$ cat config.mk
export PLATFORM = sky130hd
export DESIGN_NAME = multi_cycle_ctrl
export DESIGN_NICKNAME = d
export VERILOG_FILES = /design/src/rtl/cpu_defs_pkg.sv /design/src/rtl/ctrl_decode.sv /design/src/rtl/multi_cycle_ctrl.sv
export SDC_FILE = /design/constraint.sdc
export NUM_CORES = 1
export LEC_CHECK = 0
export ABC_AREA = 0
export CAP_MARGIN = 10
export CORE_AREA = 2 2 39 41
export DETAILED_ROUTE_END_ITERATION = 12
export DIE_AREA = 0 0 41 43
export DONT_BUFFER_PORTS = 1
export PLACE_DENSITY = 0.74
export SETUP_SLACK_MARGIN = 0.15
export SYNTH_ARGS = -nofsm -noshare
export SYNTH_HDL_FRONTEND = slang
export SYNTH_SLANG_ARGS = --single-unit
$ cat constraint.sdc
create_clock -name CLK -period 1.6 [get_ports CLK]
set_input_delay 0.08 -clock CLK [delete_from_list [all_inputs] [get_ports CLK]]
set_output_delay 0.08 -clock CLK [all_outputs]
set_load 0.01 [all_outputs]
$ cat src/rtl/cpu_defs_pkg.sv
// rtl/cpu_defs_pkg.sv - shared opcodes, state encodings and ALU selects for the multi-cycle control unit
// Purpose: constants and small decode helpers shared by multi_cycle_ctrl and ctrl_decode.
// Ports: none (package).
package cpu_defs_pkg;

  localparam logic [5:0] OP_ADD   = 6'b000000;
  localparam logic [5:0] OP_SUB   = 6'b000001;
  localparam logic [5:0] OP_ADDI  = 6'b000010;
  localparam logic [5:0] OP_OR    = 6'b010000;
  localparam logic [5:0] OP_AND   = 6'b010001;
  localparam logic [5:0] OP_ORI   = 6'b010010;
  localparam logic [5:0] OP_SLL   = 6'b011000;
  localparam logic [5:0] OP_SLT   = 6'b100110;
  localparam logic [5:0] OP_SLTIU = 6'b100111;
  localparam logic [5:0] OP_SW    = 6'b110000;
  localparam logic [5:0] OP_LW    = 6'b110001;
  localparam logic [5:0] OP_BEQ   = 6'b110100;
  localparam logic [5:0] OP_BNE   = 6'b110101;
  localparam logic [5:0] OP_BLTZ  = 6'b110110;
  localparam logic [5:0] OP_J     = 6'b111000;
  localparam logic [5:0] OP_JR    = 6'b111001;
  localparam logic [5:0] OP_JAL   = 6'b111010;
  localparam logic [5:0] OP_HALT  = 6'b111111;

  localparam logic [2:0] ALU_ADD  = 3'b000;
  localparam logic [2:0] ALU_SUB  = 3'b001;
  localparam logic [2:0] ALU_SLL  = 3'b010;
  localparam logic [2:0] ALU_OR   = 3'b011;
  localparam logic [2:0] ALU_AND  = 3'b100;
  localparam logic [2:0] ALU_SLTU = 3'b101;
  localparam logic [2:0] ALU_SLT  = 3'b110;

  typedef enum logic [3:0] {
    S_IF     = 4'b0000,
    S_ID     = 4'b0001,
    S_EXE_LS = 4'b0010,
    S_MEM    = 4'b0011,
    S_WB_LD  = 4'b0100,
    S_EXE_BR = 4'b0101,
    S_EXE_AL = 4'b0110,
    S_WB_AL  = 4'b0111,
    S_HALT   = 4'b1000
  } state_e;

  typedef enum logic [2:0] {
    CL_ALU_R,
    CL_ALU_I,
    CL_BR,
    CL_LS,
    CL_JMP,
    CL_HALT
  } op_class_e;

  // Undefined opcodes fall into CL_HALT so a corrupt fetch parks the CPU.
  function automatic op_class_e op_class(input logic [5:0] op);
    case (op)
      OP_ADD, OP_SUB, OP_OR, OP_AND, OP_SLL, OP_SLT: op_class = CL_ALU_R;
      OP_ADDI, OP_ORI, OP_SLTIU:                     op_class = CL_ALU_I;
      OP_BEQ, OP_BNE, OP_BLTZ:                       op_class = CL_BR;
      OP_SW, OP_LW:                                  op_class = CL_LS;
      OP_J, OP_JR, OP_JAL:                           op_class = CL_JMP;
      default:                                       op_class = CL_HALT;
    endcase
  endfunction

  function automatic logic [2:0] alu_sel(input logic [5:0] op);
    case (op)
      OP_SUB:         alu_sel = ALU_SUB;
      OP_SLL:         alu_sel = ALU_SLL;
      OP_OR, OP_ORI:  alu_sel = ALU_OR;
      OP_AND:         alu_sel = ALU_AND;
      OP_SLTIU:       alu_sel = ALU_SLTU;
      OP_SLT:         alu_sel = ALU_SLT;
      default:        alu_sel = ALU_ADD;
    endcase
  endfunction

endpackage

$ cat src/rtl/ctrl_decode.sv
// rtl/ctrl_decode.sv - combinational control-signal decode from state, opcode and ALU flags
// Purpose: maps current FSM state + Op_code + zero/sign to every datapath control.
// Ports: state/Op_code/zero/sign in; PC, IR, regfile, ALU and data-memory controls out.
module ctrl_decode
  import cpu_defs_pkg::*;
(
  input  state_e     state,
  input  logic [5:0] Op_code,
  input  logic       zero,
  input  logic       sign,
  output logic       PCWre,
  output logic       IRWre,
  output logic       InsMemRW,
  output logic       RegWre,
  output logic       ALUSrcA,
  output logic       ALUSrcB,
  output logic       ExtSel,
  output logic [1:0] RegDst,
  output logic       WrRegDSrc,
  output logic       DBDataSrc,
  output logic       mRD,
  output logic       mWR,
  output logic [1:0] PCSrc,
  output logic [2:0] ALUOp
);

  op_class_e cls;
  logic      taken;

  assign cls = op_class(Op_code);

  always_comb begin
    taken = 1'b0;
    case (Op_code)
      OP_BEQ:  taken = zero;
      OP_BNE:  taken = ~zero;
      OP_BLTZ: taken = sign;
      default: taken = 1'b0;
    endcase
  end

  always_comb begin
    PCWre     = 1'b0;
    IRWre     = 1'b0;
    InsMemRW  = 1'b0;
    RegWre    = 1'b0;
    ALUSrcA   = 1'b0;
    ALUSrcB   = 1'b0;
    ExtSel    = 1'b0;
    RegDst    = 2'b00;
    WrRegDSrc = 1'b0;
    DBDataSrc = 1'b0;
    mRD       = 1'b0;
    mWR       = 1'b0;
    PCSrc     = 2'b00;
    ALUOp     = ALU_ADD;
    case (state)
      S_IF: begin
        IRWre    = 1'b1;
        InsMemRW = 1'b1;
      end
      S_ID: begin
        if (cls == CL_JMP) begin
          PCWre = 1'b1;
          PCSrc = (Op_code == OP_JR) ? 2'b10 : 2'b11;
          // jal links PC+4 into $31 (RegDst 00, WrRegDSrc 0 are the defaults).
          RegWre = (Op_code == OP_JAL);
        end
      end
      S_EXE_AL: begin
        ALUOp   = alu_sel(Op_code);
        ALUSrcA = (Op_code == OP_SLL);
        ALUSrcB = (cls == CL_ALU_I);
        ExtSel  = ~((Op_code == OP_ORI) || (Op_code == OP_SLTIU));
      end
      S_WB_AL: begin
        RegWre    = 1'b1;
        WrRegDSrc = 1'b1;
        RegDst    = (cls == CL_ALU_I) ? 2'b01 : 2'b10;
        PCWre     = 1'b1;
      end
      S_EXE_BR: begin
        ALUOp  = ALU_SUB;
        ExtSel = 1'b1;
        PCWre  = 1'b1;
        PCSrc  = taken ? 2'b01 : 2'b00;
      end
      S_EXE_LS: begin
        ALUOp   = ALU_ADD;
        ALUSrcB = 1'b1;
        ExtSel  = 1'b1;
      end
      S_MEM: begin
        if (Op_code == OP_LW) begin
          mRD = 1'b1;
        end else begin
          mWR   = 1'b1;
          PCWre = 1'b1;
        end
      end
      S_WB_LD: begin
        mRD       = 1'b1;
        DBDataSrc = 1'b1;
        RegWre    = 1'b1;
        RegDst    = 2'b01;
        WrRegDSrc = 1'b1;
        PCWre     = 1'b1;
      end
      default: begin
      end
    endcase
  end

endmodule

$ cat src/rtl/multi_cycle_ctrl.sv
// rtl/multi_cycle_ctrl.sv - main control FSM of the multi-cycle MIPS-subset CPU
// Purpose: holds the instruction-phase state register and next-state logic;
//   control outputs come from ctrl_decode.
// Ports: CLK, Reset (async active-low), Op_code, zero, sign in;
//   datapath controls and state_out (debug) out.
module multi_cycle_ctrl
  import cpu_defs_pkg::*;
#(
  parameter int OP_W    = 6,
  parameter int ALUOP_W = 3
) (
  input  logic               CLK,
  input  logic               Reset,
  input  logic [OP_W-1:0]    Op_code,
  input  logic               zero,
  input  logic               sign,
  output logic               PCWre,
  output logic               IRWre,
  output logic               InsMemRW,
  output logic               RegWre,
  output logic               ALUSrcA,
  output logic               ALUSrcB,
  output logic               ExtSel,
  output logic [1:0]         RegDst,
  output logic               WrRegDSrc,
  output logic               DBDataSrc,
  output logic               mRD,
  output logic               mWR,
  output logic [1:0]         PCSrc,
  output logic [ALUOP_W-1:0] ALUOp,
  output logic [3:0]         state_out
);

  state_e state_q, state_d;

  always_ff @(posedge CLK or negedge Reset) begin
    if (!Reset) state_q <= S_IF;
    else        state_q <= state_d;
  end

  always_comb begin
    state_d = state_q;
    case (state_q)
      S_IF: state_d = S_ID;
      S_ID: begin
        case (op_class(Op_code))
          CL_JMP:  state_d = S_IF;
          CL_BR:   state_d = S_EXE_BR;
          CL_LS:   state_d = S_EXE_LS;
          CL_HALT: state_d = S_HALT;
          default: state_d = S_EXE_AL;
        endcase
      end
      S_EXE_AL: state_d = S_WB_AL;
      S_WB_AL:  state_d = S_IF;
      S_EXE_BR: state_d = S_IF;
      S_EXE_LS: state_d = S_MEM;
      S_MEM:    state_d = (Op_code == OP_LW) ? S_WB_LD : S_IF;
      S_WB_LD:  state_d = S_IF;
      S_HALT:   state_d = S_HALT;
      default:  state_d = S_IF;
    endcase
  end

  assign state_out = state_q;

  ctrl_decode u_decode (
    .state     (state_q),
    .Op_code   (Op_code),
    .zero      (zero),
    .sign      (sign),
    .PCWre     (PCWre),
    .IRWre     (IRWre),
    .InsMemRW  (InsMemRW),
    .RegWre    (RegWre),
    .ALUSrcA   (ALUSrcA),
    .ALUSrcB   (ALUSrcB),
    .ExtSel    (ExtSel),
    .RegDst    (RegDst),
    .WrRegDSrc (WrRegDSrc),
    .DBDataSrc (DBDataSrc),
    .mRD       (mRD),
    .mWR       (mWR),
    .PCSrc     (PCSrc),
    .ALUOp     (ALUOp)
  );

endmodule

Yosys cells after proc, flatten, opt, wreduce, memory -nomap -nowiden
Memory sizes are Yosys's and may differ from the RTL's.
Index checks and enable logic that the tools add are counted.
Word-level totals
  ROM bits: 384
  input bits: 10
  output and inout bits: 22
  bits in registers: 4
  memories kept: 2
Cells by class
  bitwise logic cells: 2
  multiplexer cells: 27
  reduce and logical (&&, ||, !) cells: 6
  equal/unequal tests: 27
Memory list
  (no name shown): depth 64, bits a word 3, rd ports 1, clocked after Yosys merged registers in 0, write ports 0, line cpu_defs_pkg.sv:56  | case (op)
  (no name shown): depth 64, bits a word 3, rd ports 1, clocked after Yosys merged registers in 0, write ports 0, line cpu_defs_pkg.sv:56
Operators with widths (number)
  $eq A6 B6 Y1 const B: 8
  $eq A6 B5 Y1 const B: 4
  $pmux W4 S6: 1
  $pmux W3 S6: 1
  $eq A4 B3 Y1 const B: 4
  $pmux W4 S4: 1
  $mux W1: 11
  $eq A3 B3 Y1 const B: 3
  $eq A4 B2 Y1 const B: 2
  $pmux W1 S2: 4
  $pmux W2 S2: 2
  $eq A3 B2 Y1 const B: 2
  $eq A6 B1 Y1 const B: 1
  $mux W3: 2
  $pmux W1 S3: 2
  $pmux W3 S2: 1
  $reduce_or A2 Y1: 3
  $eq A4 B1 Y1 const B: 1
  $eq A4 B4 Y1 const B: 1
  $logic_not A4 Y1: 1
  $mux W2: 2
  $eq A3 B1 Y1 const B: 1
  $reduce_or A3 Y1: 1
  $not A1 Y1: 2
  $logic_or A1 B1 Y1: 1

Depth between registers and ports, before layout
  depth after elaboration: 5
  depth in mapped cells: 7
  gate-level depth less buffers: 5

Cells and area by module
Synthesis repeated with hierarchy kept, for this count alone.
Second synthesis, totals
  cell total of the unflattened synthesis: 119
  area, all modules: 778.2 um2
By module, submodules not included
  ctrl_decode: area an instance 440.4 um2, times used 1, cells each 74
  multi_cycle_ctrl: area an instance 337.8 um2, times used 1, cells each 45

Worst setup path before layout
Ideal clock, no wire load.
  path kind: flip-flop to output port
  start: register state_q[0] (netlist: state_out[0])
  end: output port ALUSrcA
  buffers on the path: 2
  arrival: 1.612 ns
  path slack: -0.092 ns
  data required time: 1.520 ns
  cell stages (with the launch flop): 6
  path through: dfrtp_1 > buf_2 > nand2b_1 > clkbuf_1 > or4_1 > nor3_1
On the way
  longest elaborated chain between the ends: 2
RTL lines
  start, declared: line multi_cycle_ctrl.sv:34  | state_e state_q, state_d;
  start signal, assigned: line multi_cycle_ctrl.sv:38  | else state_q <= state_d;
  $eq A4 B3 Y1: line ctrl_decode.sv:57  | case (state)
  $mux W1: line ctrl_decode.sv:57
  end, declared: line multi_cycle_ctrl.sv:21  | output logic ALUSrcA,
No other way between the ends.

Worst setup path after layout
  start: register state_q[1] (netlist: state_out[1])
  end: output port mWR
On the way
  longest elaborated chain between the ends: 2
RTL lines
  $eq A4 B2 Y1: line ctrl_decode.sv:57
  $mux W1: line ctrl_decode.sv:57
  end, declared: line multi_cycle_ctrl.sv:28  | output logic mWR,
No other way between the ends.

==> impl_metrics.env <==
export IMPL_ys_types=44
export IMPL_dp_hpwl_mm=1.563
export IMPL_violations="setup timing"
export IMPL_ios=32
export IMPL_met2_length_mm=1.643
export IMPL_antenna_found_initial=0
export IMPL_fmax_mhz=545.4
export IMPL_drv_cap=0
export IMPL_drive_gt1_share_pct=50.39
export IMPL_min_period_ns=1.834
export IMPL_wirelength_mm=3.343
export IMPL_io_buffers=0
export IMPL_yosysSeqAreaShare_pct=12.88
export IMPL_utilization_pct=83.09
export IMPL_rows=14
export IMPL_worstPathArrival_ns=1.75
export IMPL_whs_ns=0.1036
export IMPL_synth_nets=126
export IMPL_wl_met3_um=325
export IMPL_fin_nets=141
export IMPL_num_vias=1067
export IMPL_fin_crit_sh_pct=114.6
export IMPL_synth_top_area_share_pct=12.88
export IMPL_hp_class="in -> async"
export IMPL_path_clk_slew_ns=0.05
export IMPL_grt_setup_unrepaired="yes"
export IMPL_postRouteAntennaNets=0
export IMPL_finClkSkew_ns=0.01496
export IMPL_fp_dieH_um=43
export IMPL_slew_violations=0
export IMPL_grt_pass1_wl_mm=3.753
export IMPL_initial_core_util_pct=56.15
export IMPL_finalSetupViolCount=6
export IMPL_syn_area_um2=777.0
export IMPL_post_place_cells=132
export IMPL_critPathMostFrequentCell="buf_4"
export IMPL_critPathKind="reg -> out"
export IMPL_total_power_w=0.001388
export IMPL_power_density_mw_per_mm2=1207
export IMPL_pre_cts_ws_ns=0.07213
export IMPL_cts_tree="done"
export IMPL_ys_ff_latch=4
export IMPL_synthTopCellsByArea="dfrtp_1 13%, nand2_1 5.8%, buf_2 5.2%"
export IMPL_synth_edf_count=0
export IMPL_grt_max_degree=21
export IMPL_met1_length_mm=1.181
export IMPL_largest_reg_flops=4
export IMPL_startpoint_type="flip-flop"
export IMPL_synth_cells=116
export IMPL_synth_avg_cell_area_um2=6.698
export IMPL_die_area_mm2=0.001763
export IMPL_critPathCaptureType="output port"
export IMPL_cts_sinks=4
export IMPL_run_status="complete, but fails checks"
export IMPL_p_leak_nw=0.4319
export IMPL_grt_usage_pct=30.45
export IMPL_relSlewSlack_pct=55.29
export IMPL_grt_pass1_vias=823
export IMPL_clock_latency_ns=0.25
export IMPL_drtPass1Iterations=4
export IMPL_synth_most_common_cell="nand2_1"
export IMPL_hold_viol=0
export IMPL_path_max_fanout=5
export IMPL_synthTopCellsByCount="12 x nand2_1, 8 x buf_2, 6 x inv_1, 6 x nand2b_1, 6 x nor2_1"
export IMPL_wl_per_cell_um=23.06
export IMPL_die_w_um=41
export IMPL_cts_buffers=3
export IMPL_setup_ws_ns=-0.2335
export IMPL_crit_chain="buf_4, nand2_1, a2111oi_0, buf_4"
export IMPL_drc=0
export IMPL_gp_congestion=0.8839
export IMPL_clock_path_buffers=2
export IMPL_yosys_area_top_type="dfrtp_1"
export IMPL_area_growth_syn_to_layout_pct=47.99
export IMPL_overflow=0
export IMPL_async_flop_share_pct=100.0
export IMPL_core_mm2=0.001384
export IMPL_irDropWorstVdd_mv=0.7743
export IMPL_htreeDepth=1
export IMPL_crit_required_ns=1.52
export IMPL_fill_cells=75
export IMPL_drt_initial_drc_count=62
export IMPL_stdcell_count=145
export IMPL_worst_slew_pin_slew_ns=0.6538
export IMPL_highest_layer="met4"
export IMPL_yosys_warnings=0
export IMPL_clock_root_buffer="clkbuf_4"
export IMPL_vias_per_cell=7.359
export IMPL_antenna_cells=0
export IMPL_synth_flop_cell="dfrtp_1"
export IMPL_slowest_delay_ns=0.63
export IMPL_cp_slowest_cell="a2111oi_0"
==> area by class of cell <==
| type | instances | area, um^2 | share of cell area [%] |
|---|---|---|---|
| Sequential cell | 4 | 105.1 | 9.140 |
| Multi-Input combinational cell | 92 | 789.5 | 68.66 |
| Timing Repair Buffer | 23 | 186.4 | 16.21 |
| Tap cell | 16 | 20.02 | 1.741 |
| Clock buffer | 3 | 22.52 | 1.959 |
| Inverter | 7 | 26.28 | 2.285 |
==> stage by stage <==
| step | setup TNS [ns] | area [um^2] |
|---|---|---|
| floorplan | 0 | 823.3 |
| global placement | 0 | 852.1 |
| detailed placement | 0 | 852.1 |
| CTS | 0 | 1005 |
| global route | -0.3144 | 1150 |
| finish | -0.3048 | 1150 |
==> per-layer routing <==
| metal | up-vias | GRT usage (%) |
|---|---|---|
| met3 | 24 | 7.853 |
| met4 | 0 | 14.00 |
| met1 | 492 | 36.13 |
| met2 | 100 | 48.44 |
| li1 | 451 | - |
| met5 | - | 0 |
==> cell usage in the layout (no fill, tap or decap), types with 3 or more instances in the layout <==
master     n
nor4_4     4
inv_1      5
clkbuf_4   3
dfrtp_2    4
nor2b_1    3
nand2_1   11
nor3_1     3
o21ai_0    3
nand2b_1   3
nor2_1     5
nand3_1    3
a31oi_1    5
buf_6      3
buf_4     19
==> cells by family after synthesis <==
family	synth area share, %
multiplexers	1.288
flip-flops	12.88
AND/OR/NAND/NOR	42.83
buffers and inverters	12.40
AO/OA/AOI/OAI	29.47
XOR/XNOR	1.127
==> power by group <==
| part | switching (W) | leakage [nW] | internal [W] | total (W) |
|---|---|---|---|---|
| Combinational | 0.000560 | 0.371 | 0.000460 | 0.00102 |
| Clock | 0.0000507 | 0.0138 | 0.0000845 | 0.000135 |
| Sequential | 0.0000870 | 0.0466 | 0.000146 | 0.000233 |
| Total | 0.000698 | 0.432 | 0.000690 | 0.00139 |
==> final timing paths <==
kind	from	to	slack, ns	cells after the start
worst min register to register	state_out[0]	state_out[0]	0.61	1
max in group asynchronous	Reset	state_out[3]	1.29	1
worst max-delay path	state_out[1]	mWR	-0.23	4
worst max register to register	state_out[0]	state_out[2]	0.05	4
min in group CLK	Op_code[5]	state_out[3]	0.20	3
worst min-delay path	Reset	state_out[2]	0.10	1
==> critical path, delay by kind of cell (launching register included) <==
family | cells | cell delay [ns]
buf+inv | 2 | 0.39
compound gates | 1 | 0.63
simple gates | 1 | 0.09
flops | 1 | 0.41
==> what timing repair did <==
| action | CTS | global route |
|---|---|---|
| setup endpoints to repair | 14 | 20 |
| setup buffers | 6 | 3 |
| endpoints found under the hold margin | 4 | 0 |
| pin swaps | 4 | 10 |
| hold buffers | 1 | 0 |
| resized for setup | 19 | 22 |
(Power assumes the default switching activity.)
